`src/rtl/regfile_mp_pkg.sv`:
```
// Shared widths and types for the multi-port register file and its scoreboard.
package regfile_mp_pkg;

  // Default geometry of the rv32ima integer register file.
  localparam int RF_DATA_W = 32;
  localparam int RF_REG_W  = 5;

  // Architectural word and register address at the default geometry.
  typedef logic [RF_DATA_W-1:0] word_t;
  typedef logic [RF_REG_W-1:0]  regaddr_t;

endpackage

```
`src/rtl/regfile_mp_scoreboard.sv`:
```
// Per-register busy scoreboard: issue reserves a destination, writeback clears it.
module rf_scoreboard
  import regfile_mp_pkg::*;
#(
  parameter int REG_W    = RF_REG_W,
  parameter int NUM_WR   = 2,
  parameter int ZERO_REG = 1
) (
  input  logic                    clk,
  input  logic                    nrst,
  input  logic [NUM_WR-1:0]       wen,
  input  logic [NUM_WR*REG_W-1:0] wsel,
  input  logic                    rsv_en,
  input  logic [REG_W-1:0]        rsv_sel,
  output logic [2**REG_W-1:0]     busy,
  output logic [2**REG_W-1:0]     wr_hit,
  output logic                    rsv_hazard
);

  localparam int REG_COUNT = 2**REG_W;
  typedef logic [NUM_WR-1:0][REG_W-1:0] wraddr_vec_t;

  wraddr_vec_t          w_wsel;
  logic [REG_COUNT-1:0] r_busy;
  logic [REG_COUNT-1:0] w_busy_nxt;
  logic [REG_COUNT-1:0] w_wr_hit;
  logic                 w_hazard;
  logic                 w_accept;

  assign w_wsel     = wsel;
  assign busy       = r_busy;
  assign wr_hit     = w_wr_hit;
  assign rsv_hazard = w_hazard;

  // True when the address is the hard-wired zero register.
  function automatic logic is_hw_zero(input logic [REG_W-1:0] a);
    return (ZERO_REG != 0) && (a == {REG_W{1'b0}});
  endfunction

  // Decode which registers are written by any port this cycle.
  always_comb begin
    w_wr_hit = {REG_COUNT{1'b0}};
    for (int j = 0; j < NUM_WR; j++) begin
      if (wen[j]) begin
        w_wr_hit[w_wsel[j]] = 1'b1;
      end else begin
        w_wr_hit = w_wr_hit;
      end
    end
    if (ZERO_REG != 0) begin
      w_wr_hit[0] = 1'b0;
    end else begin
      w_wr_hit = w_wr_hit;
    end
  end

  // WAW hazard: destination still pending and not retired this cycle.
  always_comb begin
    w_hazard = rsv_en && !is_hw_zero(rsv_sel) && r_busy[rsv_sel] && !w_wr_hit[rsv_sel];
    w_accept = rsv_en && !is_hw_zero(rsv_sel) && !w_hazard;
  end

  // Next busy vector: an accepted reservation beats a same-cycle clear.
  always_comb begin
    w_busy_nxt = r_busy;
    for (int r = 0; r < REG_COUNT; r++) begin
      if (w_accept && (rsv_sel == REG_W'(r))) begin
        w_busy_nxt[r] = 1'b1;
      end else if (w_wr_hit[r]) begin
        w_busy_nxt[r] = 1'b0;
      end else begin
        w_busy_nxt[r] = r_busy[r];
      end
    end
  end

  // Busy bit register with asynchronous clear.
  always_ff @(posedge clk or negedge nrst) begin
    if (!nrst) begin
      r_busy <= {REG_COUNT{1'b0}};
    end else begin
      r_busy <= w_busy_nxt;
    end
  end

endmodule

```
`src/rtl/regfile_mp.sv`:
```
// Multi-port register file with optional write-to-read bypass and busy scoreboard.
module regfile_mp
  import regfile_mp_pkg::*;
#(
  parameter int DATA_W   = RF_DATA_W,
  parameter int REG_W    = RF_REG_W,
  parameter int NUM_RD   = 2,
  parameter int NUM_WR   = 2,
  parameter int BYPASS   = 1,
  parameter int ZERO_REG = 1
) (
  input  logic                     clk,
  input  logic                     nrst,
  input  logic [NUM_RD*REG_W-1:0]  rsel,
  output logic [NUM_RD*DATA_W-1:0] rdat,
  output logic [NUM_RD-1:0]        rbusy,
  input  logic [NUM_WR-1:0]        wen,
  input  logic [NUM_WR*REG_W-1:0]  wsel,
  input  logic [NUM_WR*DATA_W-1:0] wdat,
  input  logic                     rsv_en,
  input  logic [REG_W-1:0]         rsv_sel,
  output logic                     rsv_hazard
);

  localparam int REG_COUNT = 2**REG_W;
  typedef logic [NUM_RD-1:0][REG_W-1:0]  rdaddr_vec_t;
  typedef logic [NUM_RD-1:0][DATA_W-1:0] rddata_vec_t;
  typedef logic [NUM_WR-1:0][REG_W-1:0]  wraddr_vec_t;
  typedef logic [NUM_WR-1:0][DATA_W-1:0] wrdata_vec_t;

  rdaddr_vec_t          w_rsel;
  rddata_vec_t          w_rdat;
  wraddr_vec_t          w_wsel;
  wrdata_vec_t          w_wdat;
  logic [NUM_RD-1:0]    w_rbusy;
  logic [REG_COUNT-1:0] w_busy;
  logic [REG_COUNT-1:0] w_wr_hit;
  logic [DATA_W-1:0]    r_mem [REG_COUNT];

  assign w_rsel = rsel;
  assign w_wsel = wsel;
  assign w_wdat = wdat;
  assign rdat   = w_rdat;
  assign rbusy  = w_rbusy;

  // True when the address is the hard-wired zero register.
  function automatic logic is_hw_zero(input logic [REG_W-1:0] a);
    return (ZERO_REG != 0) && (a == {REG_W{1'b0}});
  endfunction

  rf_scoreboard #(
    .REG_W   (REG_W),
    .NUM_WR  (NUM_WR),
    .ZERO_REG(ZERO_REG)
  ) u_scoreboard (
    .clk       (clk),
    .nrst      (nrst),
    .wen       (wen),
    .wsel      (wsel),
    .rsv_en    (rsv_en),
    .rsv_sel   (rsv_sel),
    .busy      (w_busy),
    .wr_hit    (w_wr_hit),
    .rsv_hazard(rsv_hazard)
  );

  // Data array: later ports override earlier ones on an address collision.
  always_ff @(posedge clk or negedge nrst) begin
    if (!nrst) begin
      for (int r = 0; r < REG_COUNT; r++) begin
        r_mem[r] <= {DATA_W{1'b0}};
      end
    end else begin
      for (int j = 0; j < NUM_WR; j++) begin
        if (wen[j] && !is_hw_zero(w_wsel[j])) begin
          r_mem[w_wsel[j]] <= w_wdat[j];
        end
      end
    end
  end

  // Read ports: stored value, optionally overridden by the highest same-cycle writer.
  always_comb begin
    w_rdat  = {(NUM_RD*DATA_W){1'b0}};
    w_rbusy = {NUM_RD{1'b0}};
    for (int i = 0; i < NUM_RD; i++) begin
      w_rdat[i]  = r_mem[w_rsel[i]];
      w_rbusy[i] = w_busy[w_rsel[i]];
      if (BYPASS != 0) begin
        for (int j = 0; j < NUM_WR; j++) begin
          if (wen[j] && (w_wsel[j] == w_rsel[i]) && !is_hw_zero(w_rsel[i])) begin
            w_rdat[i] = w_wdat[j];
          end else begin
            w_rdat[i] = w_rdat[i];
          end
        end
        // The producer retiring now makes the operand ready alongside its data.
        w_rbusy[i] = w_busy[w_rsel[i]] & ~w_wr_hit[w_rsel[i]];
      end else begin
        w_rbusy[i] = w_busy[w_rsel[i]];
      end
      if (is_hw_zero(w_rsel[i])) begin
        w_rdat[i] = {DATA_W{1'b0}};
      end else begin
        w_rdat[i] = w_rdat[i];
      end
    end
  end

endmodule

```
`config.mk`:
```
export PLATFORM = sky130hd
export DESIGN_NAME = regfile_mp
export DESIGN_NICKNAME = d
export VERILOG_FILES = /design/src/rtl/regfile_mp_pkg.sv /design/src/rtl/regfile_mp_scoreboard.sv /design/src/rtl/regfile_mp.sv
export SDC_FILE = /design/constraint.sdc
export NUM_CORES = 2
export LEC_CHECK = 0
export ABC_AREA = 0
export ABC_CLOCK_PERIOD_IN_PS = 10300
export BUFFER_PORTS_ARGS = -buffer_cell sky130_fd_sc_hd__buf_2
export CAP_MARGIN = 20
export CORE_ASPECT_RATIO = 1.4
export CORE_UTILIZATION = 35
export CTS_CLUSTER_DIAMETER = 40
export DETAILED_ROUTE_END_ITERATION = 16
export GPL_TIMING_DRIVEN = 0
export PLACE_DENSITY = 0.47
export SLEW_MARGIN = 25
export SYNTH_ARGS = -nofsm -noshare
export SYNTH_HDL_FRONTEND = slang
export SYNTH_SLANG_ARGS = --single-unit
```
`constraint.sdc`:
```
create_clock -name clk -period 10.3 [get_ports clk]
set_clock_uncertainty 0.05 [all_clocks]
set_input_delay 2.06 -clock clk [delete_from_list [all_inputs] [get_ports clk]]
set_output_delay 2.06 -clock clk [all_outputs]
set_load 0.01 [all_outputs]
```
# Word-level counts from Yosys, hierarchy flattened
# Cells that the tools add are included.
# totals
regBits,1056
in_bits,94
output_inout_bits,67
elab_cells,314
# classes
magnitude_cmp,13
n_eq_ne,35
mux,100
bitwise_logic,9
n_reduce_logical,93
# op_table
operator,n
bitwise mux 1024 bit,2
2-to-1 mux 1024 bit,2
2-to-1 mux 32 bit,14
binary-select mux 32 bit (select 5 bit),2
demux 32 bit (select 5 bit),2
"equality test 5 bit, second input constant",16
2-to-1 mux 1 bit,70
nonzero test 2 bit,31
logical AND 1 bit,50
"equality test 5 x 4 -> 1 bit, second input constant",8
OR 32 bit,1
binary-select mux 1 bit (select 5 bit),6
"< comparator 5 x 6 -> 1 bit, second input constant",5
logical NOT 5 bit,5
"greater-or-equal comparator 6 bit, second input constant",4
inverter 5 -> 6 bit,4
"equality test 5 x 3 -> 1 bit, second input constant",4
equality test 5 bit,4
"< comparator 6 x 1 -> 1 bit, second input constant",2
demux 1 bit (select 5 bit),2
"equality test 5 x 2 -> 1 bit, second input constant",2
"greater-or-equal comparator 5 x 1 -> 1 bit, second input constant",2
logical NOT 1 bit,7
"equality test 5 x 1 -> 1 bit, second input constant",1
2 further kinds,4

# Longest topological paths before layout
# logic_depth
ltp_word,15
mapped_depth,11
ltp_nobuf,7

# Cells and area by module
# From an unflattened synthesis, not the netlist that was laid out.
# unflattened
hier_cells,6581
area_unflattened_um2,68049.0
# modules_own_cells
mod,n_inst,cells_each,area_each_um2,seq_area_each_um2
regfile_mp,1,6314,65630.4,25624.6
rf_scoreboard,1,267,2418.6,800.8

# Worst setup path after synthesis
# No wires, ideal clock.
# synth_path
path_kind,input port to output port
startpoint,input rsel[5]
endpoint,output rdat[54]
t_arrival_ps,4448
required_time_ps,8190
setup_slack_ps,3742
stages,9
n_path_buf,3
path_cell_list,buf_2 -> clkbuf_1 -> buf_1 -> mux4_2 -> mux4_2 -> mux2i_1 -> nand2_1 -> o211ai_1 -> nand2_1
# synth_via
elab_chain_len,7
elab_cells_between_ends,15
cone_classes,eq/ne: 2; mux: 6; bitwise: 1; reduce/logical: 6
# synth_rtl
element,line_no,text
start: declaration,regfile_mp.sv:14,"input logic [NUM_RD*REG_W-1:0] rsel,"
inverter 5 -> 6 bit (not written as such),regfile_mp.sv:87,w_rdat[i] = r_mem[w_rsel[i]];
binary-select mux 32 bit (select 5 bit),regfile_mp.sv:87,
2-to-1 mux 32 bit (not written as such) (2 in a row),regfile_mp.sv:87,
2-to-1 mux 32 bit (2 in a row),regfile_mp.sv:91,if (wen[j] && (w_wsel[j] == w_rsel[i]) && !is_hw_zero(w_rsel[i])) begin
2-to-1 mux 32 bit (*),regfile_mp.sv:102,if (is_hw_zero(w_rsel[i])) begin
end: declaration,regfile_mp.sv:15,"output logic [NUM_RD*DATA_W-1:0] rdat,"
# Mark *: on every way between the ends. The rest lies on a longest branch, timed or not. The select of a mux whose other input is x is not followed.

# Worst setup path after layout
# layout_path
startpoint,input rsel[0]
endpoint,output rdat[11]
# The elaborated chain is that of the path after synthesis.

==> reports/summary.md <==
Start of the worst register-to-register path: u_scoreboard.busy[28]. Dividing the detail-routed via count by the number of cells gives 7.46. The total overflow left after global routing is 0. The clock transition at the registers of the reported paths was 0.06 ns; the post-synthesis register bit count was 1056.

The worst setup path is captured at an output pin. For the worst setup path, the data required time is 8.19 ns. The type of the worst setup path was in2out. The die boundary width was 372 um; the final critical delay including setup and external delays was 9.33 ns. Final count of hold timing violations: 0. Counting the fill cells in the layout gives 18108. Setup repair after global routing left no endpoint under its margin. The worst setup path is launched from an input pin. The share of synthesized registers carrying an async set or reset is 1.00. Walking the worst path, the cells encountered are clkbuf_1 > buf_2 > nor3_1 > nand3_1 > nand4_1 > buf_6 > clkbuf_2 > nand2_1 > o211ai_1 > o21ai_0 > buf_2. The floorplan step defined a die boundary enclosing 193000 um^2. Leaving out fill and tap cells, the most frequent cell in the layout is sky130_fd_sc_hd__dfrtp_1. For the number of antenna violations at the first check in global routing, the log shows 87. Overall global routing resource usage: 0.559.

The H-tree was split into 4 levels. TritonCTS built the clock tree. The share of the yosys chip area belonging to registers was 0.394; the part of the cycle the worst path needs was 0.906.

The core region is 190000 um^2. The cell area that synthesis handed to floorplanning was 67100 um^2. The synthesized instance count is 6362, and the remaining antenna violation count after routing is 0. The initial standard-cell utilization of the core is 0.353. The run gives 110 as the largest net degree at the start of global routing. No sink is reached through more buffers than the 4 on the longest clock path. Setup violations remaining at the end of the flow were counted as 0. In this run the worst setup path begins at rsel[0].

After layout, the design draws a total of 0.0184 W. In this run the static leakage power is 36.7 nW. Number of synthesized flops with an enable pin: 0. The maximum fanout along the worst path is 10. In the final design database the tool counted 7006 nets. The tools report the total clock buffers created by CTS as 210. The run gives 12362 as the number of design-rule violations left by the first detailed-router iteration. The wire-length estimate of the detail-placed layout is 402 mm. The top achievable clock speed is 0.107 GHz, and the warning count from the yosys run is 0. The flow ran to the end, and the final reports show no timing, DRC or antenna violations. At the end of routability-driven placement, the weighted congestion stood at 1.06. A synthesized cell averages 10.5 um^2. The total of buffers placed on input and output ports works out to 104. The path class of the tightest hold or removal check is reg2reg. In the routed design, unresolved DRC markers number 0. For the number of instances resized during post-cts repair, the log shows 0. The most numerous cell type found on the critical path is sky130_fd_sc_hd__buf_2.

The clock reaches the later pin of the worst-skew pair after 0.92 ns. VDD sags by at most 154 uV. The tools report the summed negative setup slack over all endpoints as 0 ns.

The startpoint identified for the worst hold timing path is r_mem[1005]. Among all stages on the critical path, the largest delay is contributed by sky130_fd_sc_hd__nand3_1. The first detailed-routing pass ran for 8 iterations. The number of different library cells used by synthesis comes to 73.

The largest single stage delay on the critical path is 0.91 ns. 161 I/O pins were placed. The final route contains 71800 vias.

For the final wirelength, the log shows 548 mm. Among all flip-flop cells after synthesis, the most frequent one is sky130_fd_sc_hd__dfrtp_1. The clock drives 1056 sinks. Average wire per cell in the routed design: 57.0 um. In the layout the commonest cells are sky130_fd_sc_hd__dfrtp_1, sky130_fd_sc_hd__nand2_1, sky130_fd_sc_hd__mux4_2. For the worst slew margin relative to its limit, the log shows 0.118. The slew of the pin with the lowest slew margin was 1.32 ns. The master cell of the clock root buffer is sky130_fd_sc_hd__clkbuf_16. The final count of pins violating max slew is 0, and the power per cell area is 219 nW/um^2. The first global-routing pass estimated 694 mm of wire.

The placed cell count came out at 9183. The logs give 0 for the number of max-cap violations and 6456 for the post-synth net total. Post-layout instance count excluding filler cells: 9623.

The tools report the arrival time of data at the critical path endpoint as 7.22 ns. The area growth from synthesis to layout is 25.5%. The fraction of final layout cells sized beyond drive strength 1 was 0.273.

The tools report the number of global-route vias before repair as 66481. For this design, the CTS-stage hold fixing added 0 buffers. The height of the chip was 520 um; the number of standard-cell rows in the floorplan was 189. The tools report the buffers inserted during post-CTS setup optimization as 0.
registers in the layout (all words and copies together) (netlist names):
signal / cells
r_mem: 1024
u_scoreboard.busy: 32
critical path: cells and delay by family:
| family | cells | cell delay [ns] |
|---|---|---|
| buffers and inverters | 5 | 2.10 |
| AND/OR/NAND/NOR | 4 | 1.98 |
| AO/OA/AOI/OAI | 2 | 0.97 |
path summary, 6_finish.rpt:
kind / to / slack, ns / cells after the start
max: rdat[11] / 0.97 / 11
min: r_mem[1005] / 0.43 / 1
max reg2reg: u_scoreboard.busy[25] / 7.84 / 8
min reg2reg: r_mem[1005] / 0.43 / 1
max in group asynchronous: r_mem[12] / 7.07 / 5
min in group asynchronous: r_mem[601] / 0.92 / 1
through the flow:
stage                     hold slack, ns  setup WS [ns]  utilization  instance area (um^2)
after floorplan                    0.391           3.74            -                 67100
after global placement             0.403         -19.73        0.372                 70700
after detailed placement           0.415           1.50        0.404                 76600
after CTS                          0.428           1.49        0.443                 84000
after global routing               0.446           1.16        0.443                 84100
final                              0.431          0.971        0.443                 84200
power breakdown:
part	leakage [nW]	total [W]	switching [W]	internal, W
logic	20.1	0.00466	0.00239	0.00227
registers	13.0	0.00618	0.000958	0.00522
clock network	3.58	0.00759	0.00279	0.00480
total	36.7	0.0184	0.00614	0.0123
routing by layer:
metal / GRT usage / vias up / routed length (um)
li1: - / 25039 / -
met1: 0.623 / 36787 / 182000
met2: 0.754 / 7392 / 220000
met3: 0.267 / 2538 / 77300
met4: 0.564 / 44 / 68600
met5: 0.00624 / - / 451
Yosys cell counts (all sizes together) (4+ instances only):
library cell | instances | area share
o211ai | 66 | 0.0074
nor3 | 46 | 0.0034
or2 | 8 | 0.00075
nor4bb | 5 | 0.00075
dfrtp | 1056 | 0.39
and2 | 27 | 0.0025
xor2 | 8 | 0.0010
a32o | 14 | 0.0021
inv | 17 | 0.00095
o31ai | 4 | 0.00045
nor2 | 681 | 0.038
a22oi | 321 | 0.036
clkbuf | 655 | 0.037
and4b | 5 | 0.00075
o221ai | 4 | 0.00052
xnor2 | 12 | 0.0016
a21oi | 573 | 0.043
mux2 | 9 | 0.0015
nand2b | 14 | 0.0013
o22ai | 17 | 0.0016
nor2b | 12 | 0.0011
nand4 | 13 | 0.0012
mux4 | 675 | 0.23
a32oi | 106 | 0.014
a221oi | 31 | 0.0040
buf | 192 | 0.012
nand2 | 700 | 0.039
mux2i | 563 | 0.084
nand4b | 4 | 0.00075
o21ai | 419 | 0.031
nand3 | 11 | 0.00082
o32ai | 7 | 0.00091
a31oi | 43 | 0.0040
area by class of cell:
| class | instances | area [um^2] | share of cell area |
|---|---|---|---|
| buffer | 847 | 3830 | 0.0455 |
| clock inverter | 126 | 1740 | 0.0207 |
| sequential | 1056 | 26400 | 0.314 |
| antenna | 59 | 148 | 0.00175 |
| multi-input combinational | 4441 | 37600 | 0.447 |
| timing repair buffer | 338 | 5620 | 0.0667 |
| inverter | 18 | 67.6 | 0.000802 |
| clock buffer | 255 | 5670 | 0.0673 |
| tap | 2483 | 3110 | 0.0369 |
cell families (layout without fill, tap and decap cells):
family	count (synthesis)	after routing	synth area share
xor gates and xnor gates	20	20	0.00261
DFF	1056	1056	0.394
AOI/OAI and AO/OA	1629	1629	0.148
buffers and inverters	865	1584	0.0498
and+or+nand+nor	1545	1545	0.0933
other	0	59	0
muxes	1247	1247	0.312
(Power assumes the default switching activity.)
